**config.mk**
```make
export PLATFORM = sky130hd
export DESIGN_NAME = isp_awb
export DESIGN_NICKNAME = d
export VERILOG_FILES = /design/src/rtl/isp_awb_pkg.sv /design/src/rtl/isp_awb_div.sv /design/src/rtl/isp_awb.sv
export SDC_FILE = /design/constraint.sdc
export NUM_CORES = 1
export LEC_CHECK = 0
export ABC_AREA = 1
export BUFFER_PORTS_ARGS = -buffer_cell sky130_fd_sc_hd__clkbuf_2
export CORE_MARGIN = 2
export CORE_UTILIZATION = 46
export CTS_CLUSTER_SIZE = 8
export DETAILED_ROUTE_END_ITERATION = 8
export PLACE_DENSITY_LB_ADDON = 0.3
export RECOVER_POWER = 25
export SYNTH_ARGS = -nofsm -noshare
export SYNTH_HDL_FRONTEND = slang
export SYNTH_SLANG_ARGS = --single-unit
```
**constraint.sdc**
```tcl
create_clock -name clk -period 4.5 [get_ports clk]
set_clock_uncertainty 0.1 [all_clocks]
set_input_delay 0 -clock clk [delete_from_list [all_inputs] [get_ports clk]]
set_output_delay 0 -clock clk [all_outputs]
set_load 0.005 [all_outputs]
```
**src/rtl/isp_awb_pkg.sv**
```systemverilog
// Shared definitions for the gray-world auto-white-balance stage.
//   GAIN_*      : Q3.7 unsigned gain format (GAIN_ONE = 1.0, GAIN_MAX = 4.0)
//   awb_state_e : gain-computation FSM states
package isp_awb_pkg;

    localparam int GAIN_W    = 10;
    localparam int GAIN_FRAC = 7;
    localparam int GAIN_ONE  = 128;
    localparam int GAIN_MAX  = 512;

    typedef enum logic [1:0] {
        ST_IDLE  = 2'd0,
        ST_DIV_R = 2'd1,
        ST_DIV_B = 2'd2,
        ST_DONE  = 2'd3
    } awb_state_e;

endpackage

```
**src/rtl/isp_awb_div.sv**
```systemverilog
// Sequential restoring divider producing a Q3.7 gain.
//   clk, rst_n  : clock, asynchronous active-low reset
//   start_i     : load operands (also aborts a divide in progress)
//   dividend_i  : green sum scaled by 128
//   divisor_i   : red or blue sum
//   busy_o      : divide in progress
//   done_o      : one-cycle pulse, quot_o valid from this cycle on
//   quot_o      : floor(dividend/divisor), or GAIN_MAX when the ratio is >= 4.0
// Timing: 1 load + GAIN_W iterations + 1 writeback cycle.
module isp_awb_div
    import isp_awb_pkg::*;
#(
    parameter int SUM_W = 26
) (
    input  logic                       clk,
    input  logic                       rst_n,
    input  logic                       start_i,
    input  logic [SUM_W+GAIN_FRAC-1:0] dividend_i,
    input  logic [SUM_W-1:0]           divisor_i,
    output logic                       busy_o,
    output logic                       done_o,
    output logic [GAIN_W-1:0]          quot_o
);

    logic [SUM_W-1:0]  rem_q;
    logic [GAIN_W-1:0] lo_q;
    logic [SUM_W-1:0]  dvs_q;
    logic [GAIN_W-1:0] q_q;
    logic [GAIN_W-1:0] quot_q;
    logic [3:0]        cnt_q;
    logic              busy_q;
    logic              done_q;
    logic              clamp_q;

    // Shift in the next dividend bit. The carry-out bit means the trial is
    // certainly >= divisor, so it takes part in the compare.
    logic [SUM_W:0] trial;
    logic           ge;
    assign trial = {rem_q, lo_q[GAIN_W-1]};
    assign ge    = trial[SUM_W] | (trial[SUM_W-1:0] >= dvs_q);

    always_ff @(posedge clk or negedge rst_n) begin
        if (!rst_n) begin
            rem_q   <= '0;
            lo_q    <= '0;
            dvs_q   <= '0;
            q_q     <= '0;
            quot_q  <= '0;
            cnt_q   <= '0;
            busy_q  <= 1'b0;
            done_q  <= 1'b0;
            clamp_q <= 1'b0;
        end else begin
            done_q <= 1'b0;
            if (start_i) begin
                // Only GAIN_W quotient bits are produced, so the upper dividend
                // bits seed the remainder directly; when not clamped they are
                // already below the divisor.
                rem_q   <= SUM_W'(dividend_i[SUM_W+GAIN_FRAC-1:GAIN_W]);
                lo_q    <= dividend_i[GAIN_W-1:0];
                dvs_q   <= divisor_i;
                clamp_q <= (divisor_i == '0) ||
                           ({2'b00, dividend_i} >= {divisor_i, {(GAIN_FRAC+2){1'b0}}});
                q_q     <= '0;
                cnt_q   <= 4'(GAIN_W);
                busy_q  <= 1'b1;
            end else if (busy_q) begin
                if (cnt_q != 4'd0) begin
                    rem_q <= ge ? (trial[SUM_W-1:0] - dvs_q) : trial[SUM_W-1:0];
                    lo_q  <= {lo_q[GAIN_W-2:0], 1'b0};
                    q_q   <= {q_q[GAIN_W-2:0], ge};
                    cnt_q <= cnt_q - 4'd1;
                end else begin
                    quot_q <= clamp_q ? GAIN_W'(GAIN_MAX) : q_q;
                    done_q <= 1'b1;
                    busy_q <= 1'b0;
                end
            end
        end
    end

    assign busy_o = busy_q;
    assign done_o = done_q;
    assign quot_o = quot_q;

endmodule

```
**src/rtl/isp_awb.sv**
```systemverilog
// Gray-world auto-white-balance. Per-frame RGB sums (clipped pixels excluded)
// are turned into red/blue gains relative to green during vertical blank and
// applied to the next frame.
//   clk, reset_n               : pixel clock, asynchronous active-low reset
//   in_vsync/in_hsync/in_den   : input syncs; in_vsync rising edge = frame end
//   in_data_R/G/B              : demosaiced pixel
//   awb_en                     : 1 = apply gains, 0 = unity (statistics still run)
//   out_vsync/out_hsync/out_den: syncs delayed 2 cycles
//   out_data_R/G/B             : balanced pixel, 2-cycle latency
//   gain_R/gain_B              : active Q3.7 gains
module isp_awb
    import isp_awb_pkg::*;
#(
    parameter int source_h = 512,
    parameter int source_v = 512,
    parameter int SUM_W    = 8 + $clog2(source_h * source_v)
) (
    input  logic              clk,
    input  logic              reset_n,
    input  logic              in_vsync,
    input  logic              in_hsync,
    input  logic              in_den,
    input  logic [7:0]        in_data_R,
    input  logic [7:0]        in_data_G,
    input  logic [7:0]        in_data_B,
    input  logic              awb_en,
    output logic              out_vsync,
    output logic              out_hsync,
    output logic              out_den,
    output logic [7:0]        out_data_R,
    output logic [7:0]        out_data_G,
    output logic [7:0]        out_data_B,
    output logic [GAIN_W-1:0] gain_R,
    output logic [GAIN_W-1:0] gain_B
);

    // Channel index: 0 = R, 1 = G, 2 = B
    logic [7:0]        in_px  [3];
    logic [7:0]        out_px [3];
    logic [GAIN_W-1:0] g_sel  [3];

    assign in_px[0] = in_data_R;
    assign in_px[1] = in_data_G;
    assign in_px[2] = in_data_B;

    logic [2:0] sync1_q, sync2_q;   // {vsync, hsync, den}
    logic       vs_rise, vs_fall;

    // sync1_q[2] is in_vsync one cycle ago, which doubles as the edge detector.
    assign vs_rise = in_vsync & ~sync1_q[2];
    assign vs_fall = ~in_vsync & sync1_q[2];

    // ---------------- statistics ----------------
    logic             px_valid;
    logic [SUM_W-1:0] sum_q [3];
    logic [SUM_W-1:0] snap_g_q, snap_b_q;

    assign px_valid = in_den && (in_data_R != 8'hFF) && (in_data_G != 8'hFF)
                             && (in_data_B != 8'hFF);

    // The frame-end pixel (if any) belongs to the new frame. Red needs no
    // snapshot: the divider captures it on the frame-end edge itself.
    always_ff @(posedge clk or negedge reset_n) begin
        if (!reset_n) begin
            for (int c = 0; c < 3; c++) sum_q[c] <= '0;
            snap_g_q <= '0;
            snap_b_q <= '0;
        end else if (vs_rise) begin
            snap_g_q <= sum_q[1];
            snap_b_q <= sum_q[2];
            for (int c = 0; c < 3; c++) sum_q[c] <= px_valid ? SUM_W'(in_px[c]) : '0;
        end else if (px_valid) begin
            for (int c = 0; c < 3; c++) sum_q[c] <= sum_q[c] + SUM_W'(in_px[c]);
        end
    end

    // ---------------- gain FSM ----------------
    awb_state_e        state_q, state_d;
    logic              div_start, div_live, cap_r, load_new;
    logic              div_busy, div_done;
    logic [GAIN_W-1:0] div_quot;
    logic [GAIN_W-1:0] tmp_r_q, new_r_q, new_b_q, gain_r_q, gain_b_q;
    logic              pending_q;

    always_comb begin
        state_d   = state_q;
        div_start = 1'b0;
        div_live  = 1'b0;
        cap_r     = 1'b0;
        load_new  = 1'b0;
        if (vs_rise) begin
            // A frame end always (re)starts from fresh sums, abandoning any
            // divide in flight; an empty green sum means no usable statistics.
            if (sum_q[1] != '0) begin
                state_d   = ST_DIV_R;
                div_start = 1'b1;
                div_live  = 1'b1;
            end else begin
                state_d = ST_IDLE;
            end
        end else begin
            case (state_q)
                ST_DIV_R: begin
                    if (div_done) begin
                        state_d   = ST_DIV_B;
                        div_start = 1'b1;
                        cap_r     = 1'b1;
                    end else if (!div_busy) begin
                        state_d = ST_IDLE;
                    end
                end
                ST_DIV_B: begin
                    if (div_done) begin
                        state_d  = ST_DONE;
                        load_new = 1'b1;
                    end else if (!div_busy) begin
                        state_d = ST_IDLE;
                    end
                end
                ST_DONE:  state_d = ST_IDLE;
                default:  state_d = ST_IDLE;
            endcase
        end
    end

    isp_awb_div #(.SUM_W(SUM_W)) u_div (
        .clk        (clk),
        .rst_n      (reset_n),
        .start_i    (div_start),
        .dividend_i (div_live ? {sum_q[1], {GAIN_FRAC{1'b0}}} : {snap_g_q, {GAIN_FRAC{1'b0}}}),
        .divisor_i  (div_live ? sum_q[0] : snap_b_q),
        .busy_o     (div_busy),
        .done_o     (div_done),
        .quot_o     (div_quot)
    );

    // new_r/new_b change only as a pair, so a commit never mixes two frames.
    always_ff @(posedge clk or negedge reset_n) begin
        if (!reset_n) begin
            state_q   <= ST_IDLE;
            tmp_r_q   <= '0;
            new_r_q   <= '0;
            new_b_q   <= '0;
            pending_q <= 1'b0;
            gain_r_q  <= GAIN_W'(GAIN_ONE);
            gain_b_q  <= GAIN_W'(GAIN_ONE);
        end else begin
            state_q <= state_d;
            if (cap_r) tmp_r_q <= div_quot;
            if (vs_fall && pending_q) begin
                gain_r_q <= new_r_q;
                gain_b_q <= new_b_q;
            end
            if (load_new) begin
                new_r_q   <= tmp_r_q;
                new_b_q   <= div_quot;
                pending_q <= 1'b1;
            end else if (vs_fall) begin
                pending_q <= 1'b0;
            end
        end
    end

    // ---------------- pixel pipeline ----------------
    assign g_sel[0] = awb_en ? gain_r_q : GAIN_W'(GAIN_ONE);
    assign g_sel[1] = GAIN_W'(GAIN_ONE);
    assign g_sel[2] = awb_en ? gain_b_q : GAIN_W'(GAIN_ONE);

    always_ff @(posedge clk or negedge reset_n) begin
        if (!reset_n) begin
            sync1_q <= '0;
            sync2_q <= '0;
        end else begin
            sync1_q <= {in_vsync, in_hsync, in_den};
            sync2_q <= sync1_q;
        end
    end

    genvar gi;
    generate
        for (gi = 0; gi < 3; gi++) begin : g_pix
            // Stage 1 keeps product bits [17:6]; bits below 6 cannot affect
            // (p + 64) >> 7, which equals (p[17:6] + 1) >> 1.
            logic [11:0] p_q;
            logic [7:0]  o_q;
            always_ff @(posedge clk or negedge reset_n) begin
                if (!reset_n) begin
                    p_q <= '0;
                    o_q <= '0;
                end else begin
                    p_q <= 12'((18'(in_px[gi]) * 18'(g_sel[gi])) >> 6);
                    o_q <= (p_q >= 12'd511) ? 8'hFF : 8'((p_q + 12'd1) >> 1);
                end
            end
            assign out_px[gi] = o_q;
        end
    endgenerate

    assign out_vsync  = sync2_q[2];
    assign out_hsync  = sync2_q[1];
    assign out_den    = sync2_q[0];
    assign out_data_R = out_px[0];
    assign out_data_G = out_px[1];
    assign out_data_B = out_px[2];
    assign gain_R     = gain_r_q;
    assign gain_B     = gain_b_q;

endmodule

```
==> impl_metrics.prom <==
# TYPE chip_impl_metric gauge
chip_impl_metric{name="part_of_the_yosys_area_used_for_sequential_elements",unit="%"} 37.0
chip_impl_metric{name="crit_fanout",unit=""} 8
chip_impl_info{name="layout.cells.most_common",value="sky130_fd_sc_hd__nand2_1"} 1
chip_impl_info{name="flip_flop_cell_with_the_highest_count_after_synthesis",value="sky130_fd_sc_hd__dfrtp_1"} 1
chip_impl_metric{name="final_critical_path_setup_slack",unit="ps"} 198
chip_impl_info{name="hp-class",value="input pin to flip-flop"} 1
chip_impl_metric{name="detail_route.drc_violations",unit=""} 0
chip_impl_metric{name="ys_warns",unit=""} 0
chip_impl_metric{name="path_buf_inv",unit=""} 2
chip_impl_metric{name="worstRegToRegCells",unit=""} 14
chip_impl_info{name="root_buffer",value="sky130_fd_sc_hd__clkbuf_16"} 1
chip_impl_metric{name="drive_gt1_share",unit="%"} 8.30
chip_impl_metric{name="worst_slew_margin_rel",unit="%"} -92.8
chip_impl_info{name="cells_along_the_critical_path",value="nand2_1, nor2_1, fa_1, fa_2, fa_1, inv_1, fa_1, inv_1, ha_1, a21oi_1, o21ai_1, a221oi_1, nand2_1, xnor2_1"} 1
chip_impl_metric{name="final.min_clock_period",unit="ps"} 4300
chip_impl_metric{name="holdPathStages",unit=""} 5
chip_impl_metric{name="max-clock-path-buffers",unit=""} 3
chip_impl_info{name="cts_tree",value="yes"} 1
chip_impl_metric{name="drt-pass1-iter-count",unit=""} 5
chip_impl_metric{name="num-nets-final",unit=""} 3176
chip_impl_metric{name="count_of_flip_flops_with_a_built_in_enable_after_synthesis",unit=""} 0
chip_impl_metric{name="post_synth.cell_area_avg",unit="sq um"} 8.01
chip_impl_metric{name="dpl.hpwl",unit="um"} 43400
chip_impl_metric{name="postSynthCellCount",unit=""} 2764
chip_impl_info{name="slowest_stage",value="sky130_fd_sc_hd__fa_1"} 1
chip_impl_metric{name="grt_max_degree",unit=""} 122
chip_impl_metric{name="ys_async_sr_fraction",unit="%"} 100
chip_impl_metric{name="num_antenna_cells",unit=""} 0
chip_impl_metric{name="globalRouteTotalUtil",unit="%"} 23.8
chip_impl_metric{name="critical_path_arrival",unit="ps"} 4630
chip_impl_metric{name="die-height",unit="um"} 223
chip_impl_metric{name="postRouteAntennaNets",unit=""} 0
chip_impl_metric{name="synth.net_count",unit=""} 3042
chip_impl_metric{name="finalCritPeriodShare",unit="%"} 95.6
chip_impl_metric{name="n_fill_cell",unit=""} 4517
chip_impl_metric{name="drt_iter0_markers",unit=""} 1603
chip_impl_metric{name="worst_slew_pin_slew",unit="ps"} 2890
chip_impl_metric{name="cts_sinks",unit=""} 327
chip_impl_metric{name="design.core.area",unit="sq mm"} 0.0476
chip_impl_metric{name="clock_insertion_delay_at_the_later_pin_of_the_skew_report",unit="ps"} 570
chip_impl_metric{name="vias_per_inst",unit=""} 5.30
chip_impl_metric{name="design.die.area",unit="sq mm"} 0.0499
chip_impl_metric{name="placedInstanceArea",unit="sq mm"} 0.0234
chip_impl_metric{name="tns",unit="ps"} 0
chip_impl_metric{name="achievable-frequency",unit="GHz"} 0.232
chip_impl_info{name="critical_path_most_common_cell",value="sky130_fd_sc_hd__fa_1"} 1
chip_impl_metric{name="postLayoutCellArea",unit="sq mm"} 0.0249
chip_impl_metric{name="vias",unit=""} 18700
chip_impl_info{name="crit_path_end_kind",value="flip-flop"} 1
chip_impl_metric{name="critical-path-max-stage-delay",unit="ps"} 580
chip_impl_metric{name="placed_cells_incl_taps",unit=""} 3438
chip_impl_metric{name="timing.final.max_slew_violations",unit=""} 106
chip_impl_metric{name="cts.clk_slew.worst_paths",unit="ps"} 60
chip_impl_metric{name="yosys_register_bits",unit=""} 327
chip_impl_info{name="run_status",value="complete, but fails checks"} 1
chip_impl_metric{name="hold_violations",unit=""} 0
chip_impl_metric{name="p_leak",unit="uW"} 0.0127
chip_impl_metric{name="die_x",unit="um"} 223
chip_impl_metric{name="power_per_cell_area",unit="mW/mm^2"} 450
chip_impl_metric{name="core.rowCount",unit=""} 80
chip_impl_metric{name="dp_worst_setup_slack",unit="ps"} 31.8
chip_impl_metric{name="via_count_of_the_first_global_routing_pass",unit=""} 18500
chip_impl_metric{name="routedWlPerCell",unit="um"} 16.4
chip_impl_metric{name="placement.io_buffers",unit=""} 76
chip_impl_metric{name="total_stage_count_of_the_critical_path",unit=""} 14
chip_impl_metric{name="cts-htree-levels",unit=""} 2
chip_impl_info{name="path_class",value="flip-flop to flip-flop"} 1
chip_impl_info{name="leading_cell_types_in_the_layout_fill_and_taps_excluded",value="sky130_fd_sc_hd__nand2_1 (548), sky130_fd_sc_hd__inv_1 (424), sky130_fd_sc_hd__dfrtp_1 (325)"} 1
chip_impl_metric{name="gp_congestion",unit=""} 0.896
chip_impl_metric{name="grt_first_pass_wirelength",unit="um"} 96000
chip_impl_metric{name="initial_core_util",unit="%"} 46.5
chip_impl_metric{name="pin_count",unit=""} 77
chip_impl_metric{name="detail_route.wirelength",unit="um"} 58000
chip_impl_metric{name="syn_area",unit="sq mm"} 0.0221
chip_impl_info{name="violated_checks",value="capacitance limit, slew limit"} 1
chip_impl_metric{name="worst_ir_drop_vdd",unit="uV"} 273
chip_impl_metric{name="syn_to_final_growth",unit="%"} 12.6
chip_impl_metric{name="grt.overflow.total",unit=""} 0
chip_impl_info{name="crit_path_start_kind",value="flip-flop"} 1
chip_impl_metric{name="final_setup_vio_count",unit=""} 0
chip_impl_metric{name="grt_antenna_before_repair",unit=""} 0
chip_impl_metric{name="drv.max_cap_violation_count",unit=""} 1
chip_impl_metric{name="worst_path_required_time",unit="ps"} 4830
chip_impl_metric{name="cts_buffers",unit=""} 46
chip_impl_metric{name="ys_types",unit=""} 56
chip_impl_info{name="critPathTopFamily",value="adder cells"} 1
chip_impl_metric{name="layout.cells.non_filler",unit=""} 3529
-- cells in the mapped netlist, types with 7 or more instances --
library cell               count  area, sq um
sky130_fd_sc_hd__o21ai_1      18         90.1
sky130_fd_sc_hd__inv_1       424         1590
sky130_fd_sc_hd__fa_1         98         1960
sky130_fd_sc_hd__mux2_2       10          113
sky130_fd_sc_hd__inv_2        14         52.6
sky130_fd_sc_hd__nor3_1       38          190
sky130_fd_sc_hd__dfrtp_1     325         8130
sky130_fd_sc_hd__o21a_1       11         82.6
sky130_fd_sc_hd__ha_1        150         1880
sky130_fd_sc_hd__nand2_1     556         2090
sky130_fd_sc_hd__xnor2_1      29          254
sky130_fd_sc_hd__buf_6         8         90.1
sky130_fd_sc_hd__a21o_1       12         90.1
sky130_fd_sc_hd__o21ai_2      17          149
sky130_fd_sc_hd__a21oi_1     135          676
sky130_fd_sc_hd__nor2_1      294         1100
sky130_fd_sc_hd__o22ai_1      29          181
sky130_fd_sc_hd__o21ai_0     253         1270
sky130_fd_sc_hd__buf_2        15         75.1
sky130_fd_sc_hd__xor2_1       47          412
sky130_fd_sc_hd__clkinv_1      7         26.3
sky130_fd_sc_hd__clkbuf_1     45          169
sky130_fd_sc_hd__nand4_1      38          238
sky130_fd_sc_hd__nand3_1     109          546
sky130_fd_sc_hd__nor4_1        7         43.8
-- power by group --
group          switching, uW  internal (uW)  total [uW]
Sequential               330           3460        3790
Clock                   1260           1840        3100
Combinational           2770           1560        4330
Total                   4360           6860       11200
-- logic make-up (layout without fill, tap and decap cells) --
group | Yosys count | count (layout) | synth area share, %
adder cells (fa/ha/maj) | 248 | 248 | 17.3
multiplexers | 10 | 10 | 0.509
XOR/XNOR | 76 | 76 | 3.01
AO/OA/AOI/OAI | 514 | 514 | 12.9
AND/OR/NAND/NOR | 1070 | 1070 | 20.1
flip-flops | 327 | 327 | 37.0
buffers and inverters | 519 | 669 | 9.21
-- worst min-delay path: cells and delay by family --
family / cells / cell delay [ps]
buffers and inverters: 1 / 160
AOI/OAI and AO/OA: 2 / 150
xor gates and xnor gates: 1 / 140
adders and majority gates: 1 / 210
-- per-stage QoR --
step / util, % / total power (uW) / hold slack (ps)
6_report: 52.3 / 11200 / 39.4
5_1_grt: 52.3 / 12000 / 79.1
4_1_cts: 52.2 / 11300 / 14.1
3_5_place_dp: 49.1 / 8090 / 11.4
3_3_place_gp: 49.1 / 7990 / 8.34
2_1_floorplan: - / 6980 / -396
-- what timing repair did --
| action | CTS | global route |
|---|---|---|
| hold buffers | 26 | 0 |
| endpoints found under the setup margin | 0 | 12 |
| endpoints found under the hold margin | 137 | 0 |
| buffers inserted | 0 | 1 |
| gates resized for setup | 0 | 34 |
-- final cells by class --
cell class / instances / area, sq um / share of cell area [%]
timing repair buffer: 160 / 1060 / 4.25
sequential: 327 / 8190 / 32.8
clock buffer: 63 / 1210 / 4.87
clock inverter: 1 / 16.3 / 0.0652
inverter: 445 / 1670 / 6.70
multi-input combinational: 1918 / 12000 / 48.2
tap: 615 / 769 / 3.09
-- per-layer routing --
layer / track usage (%) / up-vias / wire length, um
met2: 38.7 / 513 / 26700
met4: 6.00 / 0 / 1190
met1: 33.6 / 8975 / 27000
met5: 0 / - / 0
met3: 3.37 / 85 / 3140
li1: - / 9138 / -
-- sequential cells by signal, summed over array words and instances (netlist names), 4 cells and up --
signal and cells:
out_data_G 8, sum_q 78, g_pix.p_q 32, u_div.cnt_q 4
gain_R 10, tmp_r_q 10, u_div.q_q 10, snap_b_q 26
gain_B 10, u_div.dvs_q 26, new_r_q 10, u_div.rem_q 26
snap_g_q 26, out_data_B 8, u_div.quot_o 10, new_b_q 10
out_data_R 8
-- path summary, 6_finish.rpt --
check / end / start / slack, ps
setup / recovery: g_pix[0].p_q[11]$_DFF_PN0_ / gain_R[6]$_DFFE_PN0P_ / 200
max in group asynchronous: u_div.dvs_q[16]$_DFFE_PN0N_ / reset_n / 1770
setup reg to reg: g_pix[0].p_q[11]$_DFF_PN0_ / gain_R[6]$_DFFE_PN0P_ / 200
min in group asynchronous: sync2_q[1]$_DFF_PN0_ / reset_n / 750
hold / removal: sum_q[55]$_DFFE_PN0P_ / in_data_R[3] / 40
hold reg to reg: sync2_q[0]$_DFF_PN0_ / sync1_q[0]$_DFF_PN0_ / 230
(Power assumes the default switching activity.)
